$ cat config.mk
export PLATFORM = sky130hd
export DESIGN_NAME = hjdebug_uartbridge
export DESIGN_NICKNAME = d
export VERILOG_FILES = /design/src/rtl/hjdebug_pkg.sv /design/src/rtl/hjdebug_uartbridge.sv
export SDC_FILE = /design/constraint.sdc
export NUM_CORES = 1
export LEC_CHECK = 0
export BUFFER_PORTS_ARGS = -buffer_cell sky130_fd_sc_hd__buf_2
export CAP_MARGIN = 40
export CORE_ASPECT_RATIO = 1.25
export CORE_MARGIN = 5
export CORE_UTILIZATION = 45
export DETAILED_ROUTE_END_ITERATION = 10
export GPL_TIMING_DRIVEN = 0
export PLACE_DENSITY = 0.75
export REMOVE_ABC_BUFFERS = 1
export SLEW_MARGIN = 15
export SYNTH_ARGS = -nofsm -noshare
export SYNTH_HDL_FRONTEND = slang
export SYNTH_SLANG_ARGS = --single-unit
$ cat constraint.sdc
create_clock -name clk -period 3.7 [get_ports clk]
set_clock_uncertainty 0.15 [all_clocks]
set_input_delay 0.74 -clock clk [delete_from_list [all_inputs] [get_ports clk]]
set_output_delay 0.74 -clock clk [all_outputs]
set_load 0.01 [all_outputs]
$ cat src/rtl/hjdebug_pkg.sv
// hjdebug_pkg
// Shared definitions for the hjdebug host bridge: command and status byte
// codes, the bridge state enumeration and the register bus widths.
package hjdebug_pkg;

    localparam int AW = 12;
    localparam int DW = 32;

    localparam logic [7:0] CMD_READ  = 8'h01;
    localparam logic [7:0] CMD_WRITE = 8'h02;

    localparam logic [7:0] ST_OK      = 8'h00;
    localparam logic [7:0] ST_REGERR  = 8'h01;
    localparam logic [7:0] ST_BADCMD  = 8'h02;
    localparam logic [7:0] ST_TIMEOUT = 8'h03;

    typedef enum logic [2:0] {
        IDLE  = 3'd0,
        ADDRL = 3'd1,
        ADDRH = 3'd2,
        WDAT  = 3'd3,
        REQ   = 3'd4,
        WAIT  = 3'd5,
        RESP  = 3'd6
    } state_t;

endpackage

$ cat src/rtl/hjdebug_uartbridge.sv
// hjdebug_uartbridge
// Turns a UART byte stream into single hjdebug register transactions and
// returns a status byte (plus 4 little-endian data bytes on a good read).
//
// Ports:
//   clk, rst                 clock, async active-high reset
//   rxdata/rxvalid/rxready   incoming command bytes
//   txdata/txvalid/txready   outgoing response bytes (registered, held until taken)
//   regreq/regwr/regaddr/regwdata   register bus request (regreq is a 1-cycle pulse)
//   regack/regerr/regrdata          register bus completion
//
// state | meaning
// IDLE  | waiting for command byte
// ADDRL | waiting for address low byte
// ADDRH | waiting for address high byte (low nibble used)
// WDAT  | collecting 4 write-data bytes, lane 0 first
// REQ   | regreq pulse, timeout counter cleared
// WAIT  | waiting for regack or timeout
// RESP  | sending status byte and optional read data
module hjdebug_uartbridge
    import hjdebug_pkg::*;
#(
    parameter int TIMEOUT = 1024,
    parameter int TW      = 11
) (
    input  logic          clk,
    input  logic          rst,
    input  logic [7:0]    rxdata,
    input  logic          rxvalid,
    output logic          rxready,
    output logic [7:0]    txdata,
    output logic          txvalid,
    input  logic          txready,
    output logic          regreq,
    output logic          regwr,
    output logic [AW-1:0] regaddr,
    output logic [DW-1:0] regwdata,
    input  logic          regack,
    input  logic          regerr,
    input  logic [DW-1:0] regrdata
);

    state_t          state_q, state_d;
    logic            rst_done_q;
    logic            regreq_q, regreq_d;
    logic            regwr_q, regwr_d;
    logic [AW-1:0]   regaddr_q, regaddr_d;
    logic [DW-1:0]   regwdata_q, regwdata_d;
    logic [1:0]      wcnt_q, wcnt_d;
    logic [TW-1:0]   tmo_q, tmo_d;
    logic [7:0]      status_q, status_d;
    logic [DW-1:0]   rdata_q, rdata_d;
    logic [2:0]      txcnt_q, txcnt_d;
    logic            txvalid_q, txvalid_d;
    logic [7:0]      txdata_q, txdata_d;

    logic            rx_fire;
    logic            tx_fire;
    logic [2:0]      tx_last;

    // rxready is held low for the first cycle after reset release.
    assign rxready = rst_done_q &&
                     (state_q == IDLE || state_q == ADDRL ||
                      state_q == ADDRH || state_q == WDAT);
    assign rx_fire = rxvalid && rxready;
    assign tx_fire = txvalid_q && txready;

    // Only a successful read carries data bytes; index of the final byte.
    assign tx_last = (!regwr_q && status_q == ST_OK) ? 3'd4 : 3'd0;

    assign regreq   = regreq_q;
    assign regwr    = regwr_q;
    assign regaddr  = regaddr_q;
    assign regwdata = regwdata_q;
    assign txvalid  = txvalid_q;
    assign txdata   = txdata_q;

    always_comb begin
        state_d    = state_q;
        regreq_d   = 1'b0;
        regwr_d    = regwr_q;
        regaddr_d  = regaddr_q;
        regwdata_d = regwdata_q;
        wcnt_d     = wcnt_q;
        tmo_d      = tmo_q;
        status_d   = status_q;
        rdata_d    = rdata_q;
        txcnt_d    = txcnt_q;
        txvalid_d  = txvalid_q;
        txdata_d   = txdata_q;

        case (state_q)
            IDLE: begin
                if (rx_fire) begin
                    if (rxdata == CMD_READ) begin
                        regwr_d = 1'b0;
                        state_d = ADDRL;
                    end else if (rxdata == CMD_WRITE) begin
                        regwr_d = 1'b1;
                        state_d = ADDRL;
                    end else begin
                        status_d  = ST_BADCMD;
                        txdata_d  = ST_BADCMD;
                        txvalid_d = 1'b1;
                        txcnt_d   = 3'd0;
                        state_d   = RESP;
                    end
                end
            end
            ADDRL: begin
                if (rx_fire) begin
                    regaddr_d[7:0] = rxdata;
                    state_d        = ADDRH;
                end
            end
            ADDRH: begin
                if (rx_fire) begin
                    regaddr_d[11:8] = rxdata[3:0];
                    if (regwr_q) begin
                        wcnt_d  = 2'd0;
                        state_d = WDAT;
                    end else begin
                        regreq_d = 1'b1;
                        state_d  = REQ;
                    end
                end
            end
            WDAT: begin
                if (rx_fire) begin
                    regwdata_d[8*wcnt_q +: 8] = rxdata;
                    if (wcnt_q == 2'd3) begin
                        regreq_d = 1'b1;
                        state_d  = REQ;
                    end else begin
                        wcnt_d = wcnt_q + 2'd1;
                    end
                end
            end
            REQ: begin
                tmo_d   = '0;
                state_d = WAIT;
            end
            WAIT: begin
                // An ack on the expiry cycle takes priority over the timeout.
                if (regack) begin
                    status_d  = regerr ? ST_REGERR : ST_OK;
                    txdata_d  = regerr ? ST_REGERR : ST_OK;
                    rdata_d   = regrdata;
                    txvalid_d = 1'b1;
                    txcnt_d   = 3'd0;
                    state_d   = RESP;
                end else if (tmo_q == TW'(TIMEOUT - 1)) begin
                    status_d  = ST_TIMEOUT;
                    txdata_d  = ST_TIMEOUT;
                    txvalid_d = 1'b1;
                    txcnt_d   = 3'd0;
                    state_d   = RESP;
                end else begin
                    tmo_d = tmo_q + TW'(1);
                end
            end
            RESP: begin
                if (tx_fire) begin
                    if (txcnt_q == tx_last) begin
                        txvalid_d = 1'b0;
                        state_d   = IDLE;
                    end else begin
                        // Byte k+1 of the response is read data lane k.
                        txdata_d = rdata_q[8*txcnt_q[1:0] +: 8];
                        txcnt_d  = txcnt_q + 3'd1;
                    end
                end
            end
            default: begin
                state_d = IDLE;
            end
        endcase
    end

    always_ff @(posedge clk or posedge rst) begin
        if (rst) begin
            state_q    <= IDLE;
            rst_done_q <= 1'b0;
            regreq_q   <= 1'b0;
            regwr_q    <= 1'b0;
            regaddr_q  <= '0;
            regwdata_q <= '0;
            wcnt_q     <= '0;
            tmo_q      <= '0;
            status_q   <= '0;
            rdata_q    <= '0;
            txcnt_q    <= '0;
            txvalid_q  <= 1'b0;
            txdata_q   <= '0;
        end else begin
            state_q    <= state_d;
            rst_done_q <= 1'b1;
            regreq_q   <= regreq_d;
            regwr_q    <= regwr_d;
            regaddr_q  <= regaddr_d;
            regwdata_q <= regwdata_d;
            wcnt_q     <= wcnt_d;
            tmo_q      <= tmo_d;
            status_q   <= status_d;
            rdata_q    <= rdata_d;
            txcnt_q    <= txcnt_d;
            txvalid_q  <= txvalid_d;
            txdata_q   <= txdata_d;
        end
    end

endmodule

==> flow_metrics.env, run 1 <==
export IMPL_critPathLaunchType="flip-flop"
export IMPL_clkLatencyLatePin_ns=0.35
export IMPL_outcome="finished, final reports clean"
export IMPL_hold_viol=0
export IMPL_drv_slew=0
export IMPL_place_congestion=0.775
export IMPL_cts_tree="yes"
export IMPL_ir_worst_vdd_uv=371
export IMPL_cp_required_ns=3.78
export IMPL_grtUsageTotal_pct=17.5
export IMPL_cts_buffer_depth=2
export IMPL_vias=3741
export IMPL_cts_root_buffer="clkbuf_16"
export IMPL_post_cts_buffers=0
export IMPL_placed_cell_area_um2=5730
export IMPL_routed_via_density=5.46
export IMPL_hold_buffers=0
export IMPL_numPortBuffers=101
export IMPL_path_class="flip-flop to flip-flop"
export IMPL_setup_violations_final=0
export IMPL_wl_per_cell_um=16.5
export IMPL_power_mw=4.56
export IMPL_cp_slowest_cell="dfrtp_1"
export IMPL_finalCriticalPeriod_ns=2.90
export IMPL_design_area_um2=6030
export IMPL_final_antenna_net_count=0
export IMPL_async_flop_share_pct=100
export IMPL_syn_inst=455
export IMPL_fin_crit_sh_pct=78.4
export IMPL_drive_above_1_share_pct=34.4
export IMPL_cp_cell_sequence="nand3b_1, o21ai_0, o21ai_0, nor3_4, mux2_2"
export IMPL_drc=0
export IMPL_hold_path_class="input pin to asynchronous set/reset pin"
export IMPL_routed_wl_um=11300
export IMPL_firstDrtPassIters=5
export IMPL_pin_count=102
export IMPL_final_cells=685
export IMPL_synth_ff_type="dfrtp_1"
export IMPL_synth_edff_count=0
export IMPL_die_area_um2=13500
export IMPL_ys_seq_area_share_pct=53.7
export IMPL_netlist_top_cell_by_area="dfrtp_1"
export IMPL_fin_nets=600
export IMPL_drv_cap=0
export IMPL_cp_startpoint="state_q[0]"
export IMPL_critPathMostFrequentCell="o21ai_0"
export IMPL_p_per_area_nw_per_um2=755
export IMPL_grt_max_degree=61
export IMPL_fp_dieW_um=105
export IMPL_cts_max_level=3
export IMPL_diodes=0
export IMPL_worst_slack_ns=0.801
export IMPL_max_stage_delay_ns=0.67
export IMPL_cts_clk_slew_worst_paths_ns=0.08
export IMPL_cts_sinks=109
export IMPL_synth_seq_cells=109
export IMPL_r2r_start="state_q[0]"
export IMPL_yosys_warnings=0
export IMPL_floorplan_initialDensity_pct=45.8
export IMPL_dp_cells=668
export IMPL_post_route_util_pct=54.4
export IMPL_grt_pass1_vias=3876
export IMPL_drt_iter0_drc=187
export IMPL_die_h_um=129
export IMPL_rows=43
export IMPL_rsz0062_at_grt="false"
export IMPL_grt_pass1_wl_um=19200
export IMPL_slew_limit_headroom_pct=42.8
export IMPL_path_max_fanout=27
export IMPL_worst_slew_pin_slew_ns=0.856
export IMPL_cts_buffers=9
export IMPL_arrival_ns=2.98
export IMPL_grt_overflow_total=0
export IMPL_place_ws_ns=0.771
export IMPL_cp_top_family="simple AND/OR/NAND/NOR gates"
export IMPL_synth_area_per_cell_um2=11.2
export IMPL_max_freq_mhz=345
export IMPL_leakagePower_nw=2.88
export IMPL_core_um2=11100
export IMPL_final_common_cell="dfrtp_1"
export IMPL_synth_cell_types=51
export IMPL_worst_setup_path_end_kind="flip-flop"
export IMPL_post_cts_resize_count=0
export IMPL_syn_to_final_growth_pct=18.7
export IMPL_synth_top_area_share_pct=53.7
export IMPL_fill_cells=1002
export IMPL_synth_area_leaders="dfrtp_1, mux2_2, o21ai_0"
export IMPL_post_dp_hpwl_um=8090
export IMPL_synth_area_um2=5080
export IMPL_crit_buf_inv=0
export IMPL_antenna_found_initial=0
export IMPL_final_cell_mix="dfrtp_1, buf_2, mux2_2"
[registers in the layout, indices dropped and copies added (netlist names)]
signal / count
status_q: 2
regwr: 1
txvalid: 1
rst_done_q: 1
wcnt_q: 2
txcnt_q: 3
txdata: 8
tmo_q: 11
state_q: 3
regaddr: 12
regwdata: 32
rdata_q: 32
regreq: 1
[power breakdown]
part	total (mW)	leakage [nW]	internal, mW	switching (mW)
Combinational	1.60	1.43	0.779	0.823
Clock	0.975	0.150	0.521	0.453
Sequential	1.98	1.30	1.64	0.341
Total	4.56	2.88	2.94	1.62
[path summary, 6_finish.rpt]
kind                               endpoint  slack, ns  depth (start not counted)
worst max-delay path              txdata[3]       0.80                          5
worst min-delay path            rdata_q[12]       0.26                          2
worst max register to register    txdata[3]       0.80                          5
worst min register to register    txdata[7]       0.36                          1
max in group asynchronous          tmo_q[2]       2.50                          3
min in group clk                  txdata[7]       0.36                          1
[cells in the mapped netlist (2+ instances only)]
cell	number
nand3b_1	2
xnor2_1	7
nor3b_1	3
a31oi_1	5
ha_1	9
a31o_2	2
or4_1	2
mux2_2	51
nand4_1	3
or2_2	2
a21oi_1	7
a211oi_1	4
o31ai_1	3
mux4_2	8
and3_1	6
nand2_1	13
nor4_1	2
o21ai_0	43
nor2_1	19
and3b_1	2
nor2b_1	9
clkbuf_1	24
mux2i_1	2
xor2_1	2
nand3_1	40
a21o_1	2
dfrtp_1	109
nor3_1	5
inv_1	47
[metal layers]
metal  vias to the layer above  share of wire (%)  global-route usage, %
li1                       1769                  -                      -
met1                      1849                 41                   21.6
met2                       107                 51                   30.0
met3                        16                5.9                   4.82
met4                         0                1.5                   5.27
met5                         -                  0                      0
[per-stage QoR]
step | hold slack [ns] | TNS [ns]
6_report | 0.261 | 0
3_5_place_dp | 0.339 | 0
4_1_cts | 0.281 | 0
5_1_grt | 0.304 | 0
2_1_floorplan | 0.324 | -6.97
3_3_place_gp | 0.333 | -128.50
[layout make-up]
class                           count  area, um^2  area share, %
Multi-Input combinational cell    274        2090           34.6
Timing Repair Buffer              104         566           9.37
Inverter                           47         181           3.01
Clock inverter                      4        35.0          0.581
Sequential cell                   109        2730           45.2
Tap cell                          135         169           2.80
Clock buffer                       12         267           4.42
[worst register-to-register path, delay by kind of cell, from the launching register on]
kind               cells  cell delay [ns]
and+or+nand+nor        2             1.10
DFF                    1             0.67
AOI/OAI and AO/OA      2             0.48
muxes                  1             0.39
[logic make-up (layout without fill, tap and decap cells)]
logic type                 Yosys count  count (layout)  share of synthesized area [%]
and+or+nand+nor                    114             114                           12.0
DFF                                109             109                           53.7
AOI/OAI and AO/OA                   80              80                           9.92
buffers and inverters               72             167                           5.32
muxes                               61              61                           15.2
adders and majority gates            9               9                           2.22
xor gates and xnor gates             9               9                           1.55
other                                1               1                         0.0738
Power figures use the tool's default switching activity.
==> run 2, diff against run 1 <==
Settings changed: PLACE_DENSITY 0.75 to 0.72.
Clock period 3.7 ns to 2.75 ns, I/O delays scaled along.
==> run 2 against run 1 <==
Net effect: flip-flop and latch count unchanged; global-route usage down 0.26 points; hold slack worse by 0.18 ns; setup slack worse by 0.55 ns; register-to-register slack worse by 0.55 ns; maximum frequency up 16%; clock power up 24%; clock-buffer cell count down 3; final area up 0.35%; largest cell class unchanged; highest routed layer unchanged.
==> flow_metrics.env, run 2 (synthesized netlist as in run 1, its figures left out) <==
export IMPL_arrival_ns=2.58
export IMPL_drt_iter0_drc=162
export IMPL_fp_dieW_um=105
export IMPL_hold_viol=0
export IMPL_clkLatencyLatePin_ns=0.35
export IMPL_outcome="finished, final reports clean"
export IMPL_p_int_mw=3.94
export IMPL_place_congestion=0.764
export IMPL_slew_limit_headroom_pct=40.0
export IMPL_worst_slew_pin_slew_ns=0.898
export IMPL_worst_slack_ns=0.253
export IMPL_final_antenna_net_count=0
export IMPL_drv_slew=0
export IMPL_setup_violations_final=0
export IMPL_cts_tree="yes"
export IMPL_switching_share_pct=35.7
export IMPL_ir_worst_vdd_uv=586
export IMPL_routed_wl_um=11200
export IMPL_grt_overflow_total=0
export IMPL_leakagePower_nw=2.88
export IMPL_finalSetupTns_ns=0
export IMPL_die_area_um2=13500
export IMPL_rsz0062_at_grt="false"
export IMPL_hold_path_class="input pin to asynchronous set/reset pin"
export IMPL_die_h_um=129
export IMPL_firstDrtPassIters=4
export IMPL_drive_above_1_share_pct=35.3
export IMPL_cts_buffer_depth=2
export IMPL_core_um2=11100
export IMPL_wl_per_cell_um=16.3
export IMPL_rows=43
export IMPL_pin_count=102
export IMPL_vias=3718
export IMPL_floorplan_initialDensity_pct=45.8
export IMPL_grt_max_degree=61
export IMPL_critPathLaunchType="flip-flop"
export IMPL_drv_cap=0
export IMPL_max_freq_mhz=401
export IMPL_fill_cells=970
export IMPL_place_ws_ns=-0.153
export IMPL_path_max_fanout=10
export IMPL_grtUsageTotal_pct=17.2
export IMPL_cts_sinks=109
export IMPL_diodes=0
export IMPL_cp_required_ns=2.84
export IMPL_cts_root_buffer="clkbuf_16"
export IMPL_seqCellArea_um2=2730
export IMPL_multi_input_area_um2=2100
export IMPL_syn_to_final_growth_pct=19.2
export IMPL_holdWs_ns=0.0767
export IMPL_cts_clk_slew_worst_paths_ns=0.07
export IMPL_finalCriticalPeriod_ns=2.50
export IMPL_cts_buffers=9
export IMPL_path_class="flip-flop to flip-flop"
export IMPL_fin_crit_sh_pct=90.8
export IMPL_fin_nets=606
export IMPL_numPortBuffers=101
export IMPL_design_area_um2=6050
export IMPL_cts_max_level=3
export IMPL_power_switching_mw=2.18
export IMPL_antenna_found_initial=0
export IMPL_final_common_cell="dfrtp_1"
export IMPL_post_dp_hpwl_um=8040
export IMPL_grt_pass1_vias=3793
export IMPL_post_route_util_pct=54.6
export IMPL_worst_setup_path_end_kind="flip-flop"
export IMPL_placed_cell_area_um2=5730
export IMPL_grt_pass1_wl_um=18900
export IMPL_seq_power_share_pct=43.6
export IMPL_final_cell_mix="dfrtp_1, buf_2, mux2_2"
export IMPL_power_frac_comb_pct=36.7
export IMPL_drc=0
export IMPL_p_per_area_nw_per_um2=1010
export IMPL_clock_power_share_pct=19.7
export IMPL_routed_via_density=5.39
[run 2: power groups by stage]
stage	registers (mW)	clock network (mW)	logic, mW
floorplan	2.72	0	1.34
global placement	2.65	0	2.09
detailed placement	2.70	0	2.17
CTS	2.67	1.24	2.21
global route	2.77	1.30	2.50
finish	2.67	1.21	2.25
[run 2: what timing repair did]
action                                  in CTS  in global routing
pin swaps                                    0                  2
gates resized for setup                      0                  2
endpoints found under the setup margin       8                  7
buffers inserted                             2                  2
hold buffers                                 0                  0
cloned                                       0                  1
[run 2: final cells by class]
| cell class | count | share of cell area, % |
|---|---|---|
| well taps | 135 | 2.79 |
| clock inverters | 6 | 0.806 |
| flip-flops and latches | 109 | 45.1 |
| multi-input cells | 275 | 34.7 |
| repair buffers | 109 | 9.92 |
| clock buffers | 9 | 3.72 |
| inverters | 47 | 3.00 |
[run 2: path summary, 6_finish.rpt]
kind	cells after the start	from	end	slack (ns)
min in group clk	2	regrdata[13]	rdata_q[13]	0.28
max in group asynchronous	3	rst	state_q[0]	1.72
worst min register to register	1	rdata_q[22]	rdata_q[22]	0.35
worst max-delay path	6	txcnt_q[0]	txdata[2]	0.25
worst max register to register	6	txcnt_q[0]	txdata[2]	0.25
worst min-delay path	2	rst	rdata_q[22]	0.08
[run 2: layer usage]
layer	routed length, um	vias to the layer above	global-route usage (%)
met5	0	-	0
met4	181	0	5.57
met3	694	13	4.82
met2	5790	88	29.5
met1	4580	1840	21.1
li1	-	1777	-
[run 2: worst max-delay path, cell delays in order (launching register included)]
cell and delay, ns:
dfrtp_1 0.71, inv_1 0.17, ha_1 0.25, nand3_1 0.13, o21ai_0 0.21, nor3_4 0.39
mux2_2 0.38
[run 2: metrics by stage]
step / total power, mW / instances
after floorplan: 4.06 / 430
after global placement: 4.73 / 666
after detailed placement: 4.87 / 669
after CTS: 6.12 / 686
after global routing: 6.57 / 690
final: 6.12 / 690
